`src/rtl/serial_subtractor_4bit.sv`:
```
// serial_subtractor_4bit
//   Bit-serial 4-bit subtractor: d = a - b - b_in, one bit per clock through a
//   single registered borrow stage. start/done handshake lets control logic
//   time-share the datapath (one operation per 6 cycles).
//
//   Optional feature macro: SERIAL_SUB_OVF_EN (adds the signed-overflow port).
//
// Ports
//   clk    in   rising-edge clock
//   rst_n  in   asynchronous active-low reset
//   start  in   request pulse, sampled only while idle
//   a      in   [3:0] minuend, sampled with accepted start
//   b      in   [3:0] subtrahend, sampled with accepted start
//   b_in   in   borrow-in, sampled with accepted start
//   busy   out  high whenever an operation is in flight (state != IDLE)
//   done   out  one-cycle pulse, result valid
//   d      out  [3:0] difference mod 16, held until the next result
//   b_out  out  final borrow (a < b + b_in, unsigned)
//   ovf    out  signed overflow (only with SERIAL_SUB_OVF_EN)
module serial_subtractor_4bit (
  input  logic       clk,
  input  logic       rst_n,
  input  logic       start,
  input  logic [3:0] a,
  input  logic [3:0] b,
  input  logic       b_in,
  output logic       busy,
  output logic       done,
  output logic [3:0] d,
  output logic       b_out
`ifdef SERIAL_SUB_OVF_EN
  ,
  output logic       ovf
`endif
);

  typedef enum logic [1:0] {IDLE, SHIFT, DONE} state_t;

  state_t     state, state_nx;
  logic [3:0] a_sr, b_sr;
  logic [2:0] res;        // low three result bits collected so far
  logic       borrow;
  logic [1:0] cnt;
  logic       diff, borrow_nx, last;

  always_comb begin
    diff      = a_sr[0] ^ b_sr[0] ^ borrow;
    borrow_nx = (~a_sr[0] & b_sr[0]) | (~(a_sr[0] ^ b_sr[0]) & borrow);
    last      = (cnt == 2'd3);
  end

  always_comb begin
    state_nx = state;
    case (state)
      IDLE:    if (start) state_nx = SHIFT;
      SHIFT:   if (last)  state_nx = DONE;
      DONE:    state_nx = IDLE;
      default: state_nx = IDLE;
    endcase
  end

  always_ff @(posedge clk or negedge rst_n) begin
    if (!rst_n) state <= IDLE;
    else        state <= state_nx;
  end

  assign busy = (state != IDLE);
  assign done = (state == DONE);

  always_ff @(posedge clk or negedge rst_n) begin
    if (!rst_n) begin
      a_sr   <= '0;
      b_sr   <= '0;
      res    <= '0;
      borrow <= 1'b0;
      cnt    <= '0;
      d      <= '0;
      b_out  <= 1'b0;
`ifdef SERIAL_SUB_OVF_EN
      ovf    <= 1'b0;
`endif
    end else begin
      case (state)
        IDLE: if (start) begin
          a_sr   <= a;
          b_sr   <= b;
          borrow <= b_in;
          res    <= '0;
          cnt    <= '0;
        end
        SHIFT: begin
          a_sr   <= {1'b0, a_sr[3:1]};
          b_sr   <= {1'b0, b_sr[3:1]};
          res    <= {diff, res[2:1]};
          borrow <= borrow_nx;
          cnt    <= cnt + 2'd1;
          // Outputs only move on the final bit so partial sums never show.
          if (last) begin
            d     <= {diff, res};
            b_out <= borrow_nx;
`ifdef SERIAL_SUB_OVF_EN
            // On the last bit a_sr[0]/b_sr[0] are the operand sign bits and
            // diff is the result sign bit, so no extra sign flops are needed.
            ovf   <= (a_sr[0] ^ b_sr[0]) & (diff ^ a_sr[0]);
`endif
          end
        end
        default: ;
      endcase
    end
  end

endmodule

```
`config.mk`:
```
export PLATFORM = sky130hd
export DESIGN_NAME = serial_subtractor_4bit
export DESIGN_NICKNAME = d
export VERILOG_FILES = /design/src/rtl/serial_subtractor_4bit.sv
export SDC_FILE = /design/constraint.sdc
export NUM_CORES = 1
export LEC_CHECK = 0
export ABC_AREA = 0
export BUFFER_PORTS_ARGS = -buffer_cell sky130_fd_sc_hd__buf_4
export CORE_UTILIZATION = 30
export DETAILED_ROUTE_END_ITERATION = 12
export GPL_TIMING_DRIVEN = 0
export PLACE_DENSITY = 0.44
export REMOVE_ABC_BUFFERS = 1
export SKIP_LAST_GASP = 1
export SLEW_MARGIN = 20
export SYNTH_ARGS = -nofsm -noshare
export SYNTH_HDL_FRONTEND = slang
export SYNTH_SLANG_ARGS = --single-unit
```
`constraint.sdc`:
```
create_clock -name clk -period 2.1 [get_ports clk]
set_input_delay 0.525 -clock clk [delete_from_list [all_inputs] [get_ports clk]]
set_output_delay 0.525 -clock clk [all_outputs]
set_load 0.02 [all_outputs]
```
==> impl_metrics.toml <==
[timing]
worst_pin_slew_ns = 0.564
finalSetupViolCount = 0
finalHoldViolations = 0
max_freq_mhz = 513
finalCritPeriodShare_pct = 92.8
period_needed_ns = 1.95
fin_tns_setup_ns = 0
slew_headroom_pct = 62.4
rsz0062_at_grt = "no"
clock_skew_ns = 0.00258
slew_violations = 0

[global_routing]
grt_max_degree = 22
antenna_found_initial = 0
overflow = 0
grt_pass1_vias = 648
grt_pass1_wl_mm = 3.04
track_usage_pct = 11.8

[worst_hold_path]
worstHoldPathType = "in2async"

[power]
p_comb_share_pct = 43.2
powerDensity_mw_per_mm2 = 1440
p_sw_mw = 0.637
p_int_mw = 1.05
p_leak_nw = 0.558
swShare_pct = 37.7
p_clk_share_pct = 11.6
seqPwrFrac_pct = 45.2
vdd_drop_max_v = 0.000478

[cells_and_area]
fin_util_pct = 37.8
nets = 110
antenna_cells = 0
area_growth_pct = 17.8
multi_input_area_um2 = 392
drive_above_1_share_pct = 33.7
regArea_um2 = 527
fillCellCount = 329

[logic_synthesis]
syn_avg_cell_area_um2 = 12.6
ys_ff_latch = 21
yosys_warnings = 0
synth_area_leaders = "dfrtp_1, mux2_2, nor4b_1"
ys_seq_area_share_pct = 52.8
netlist_instances = 79
synth_edf_count = 0
ys_types = 24
async_flop_share_pct = 100
yosysMostFrequentCell = "dfrtp_1"
yosys_most_used_dff = "dfrtp_1"
yosys-top-cells-count = "dfrtp_1, inv_1, a211oi_1, nor3b_1, nor4b_1"
yosysTopAreaCell = "dfrtp_1"
synth_area_um2 = 996
synth_top_area_share_pct = 52.8

[clocking]
clk_path_buf_depth = 2
cts_resized = 0
post-cts-setup-buffers = 0
cts-htree-levels = 1
ctsHoldBuffers = 0
clock_sinks = 21
numCtsBuffers = 3
root_buffer = "clkbuf_4"
insertion_delay_ns = 0.30
cts_tree = "yes"
clkTransAtPathRegs_ns = 0.12

[die]
start_util_pct = 32.1
die_w_um = 59.6
die_h_um = 59.6
rows = 20
pin_count = 19
die_area_mm2 = 0.00355
core_area_mm2 = 0.00310

[job]
drv_cap = 0

[critical_path]
crit_required_ns = 1.57
startpoint_type = "flop"
r2r_start = "state[1]$_DFFE_PN0P_"
worstSetupPathType = "reg2out"
rr_worst_depth = 2
end_kind = "primary output"
reg2reg_slack_ns = 0.64
worstReg2RegEnd = "d[0]$_DFFE_PN0P_"
cp_max_fo = 18
crit_arrival_ns = 1.42

[placed_design]
port_buffers = 18
dpl.hpwl_mm = 1.17
place.gp.congestion = 0.649

[routing]
antenna_left = 0
dr.pass1.iters = 4
post_drt_wl_per_cell_um = 12.9
vias = 663
drt_iter0_markers = 57
viasPerCell = 4.77
wl_mm = 1.79
drc = 0

[outcome]
status = "complete, no violations"
-- critical path, cell delays in order, from the launching register on --
cell and delay (ns):
dfrtp_1 0.60, nor2_2 0.29, inv_1 0.07, buf_4 0.16
-- cell type report --
class | count | share of cell area, %
repair buffers | 18 | 11.5
clock buffers | 3 | 1.92
flip-flops and latches | 21 | 44.9
multi-input cells | 42 | 33.4
inverters | 10 | 3.20
clock inverters | 1 | 0.426
well taps | 44 | 4.69
-- how the worst max path moves through the flow --
| stage | slack, ns | startpoint | end | cells past startpoint |
|---|---|---|---|---|
| floorplan | 0.63 | state[1]$_DFFE_PN0P_ | done | 1 |
| global placement | 0.35 | state[0]$_DFFE_PN0P_ | busy | 3 |
| detailed placement | 0.36 | state[0]$_DFFE_PN0P_ | busy | 3 |
| CTS | 0.002 | state[0]$_DFFE_PN0P_ | busy | 3 |
| global route | 0.007 | state[1]$_DFFE_PN0P_ | busy | 3 |
| finish | 0.15 | state[1]$_DFFE_PN0P_ | busy | 3 |
-- layout by cell type (no fill, tap or decap), types with 2 or more instances in the layout --
cell      count
a211oi_1      6
a22o_1        4
a32o_1        2
buf_4        18
clkbuf_4      3
dfrtp_1      20
inv_1        10
mux2_2        5
nand2b_1      2
nor2b_1       2
nor3b_1       6
nor4b_1       6
-- logic make-up (layout without fill, tap and decap cells) --
group	count (synthesis)	in the layout	share of synthesized area [%]
flops	21	21	52.8
mux	6	6	6.66
fa+ha+maj	2	2	3.27
buf+inv	16	32	8.17
compound gates	15	15	13.4
simple gates	19	19	15.7
-- state kept, by name, indices dropped and copies added (netlist names) --
signal	cells
a_sr	4
b_out	1
b_sr	4
borrow	1
cnt	2
d	4
res	3
state	2
-- stage by stage --
stage / power (mW) / instance area (um^2) / setup slack, ns / cells / hold WS [ns]
2_1_floorplan: 1.26 / 952 / 0.628 / 73 / 0.229
5_1_grt: 1.85 / 1170 / 0.00679 / 139 / 0.0717
3_5_place_dp: 1.51 / 1140 / 0.362 / 135 / 0.428
4_1_cts: 1.72 / 1170 / 0.00150 / 139 / 0.0772
3_3_place_gp: 1.51 / 1140 / 0.346 / 135 / 0.430
6_report: 1.69 / 1170 / 0.150 / 139 / 0.0768
-- routing by layer --
metal | share of wire (%) | up-vias | track usage, %
met3 | 3.9 | 2 | 4.15
met2 | 49 | 11 | 17.7
met5 | 0 | - | 0
met4 | 1.5 | 0 | 3.99
li1 | - | 315 | -
met1 | 46 | 335 | 15.7
-- power groups by stage --
stage / logic, mW / clock network [mW] / registers [mW]
floorplan: 0.479 / 0 / 0.785
global placement: 0.742 / 0 / 0.766
detailed placement: 0.741 / 0 / 0.773
CTS: 0.745 / 0.208 / 0.763
global route: 0.823 / 0.228 / 0.797
finish: 0.730 / 0.197 / 0.764
No activity file was read; power rests on OpenSTA's default activity.
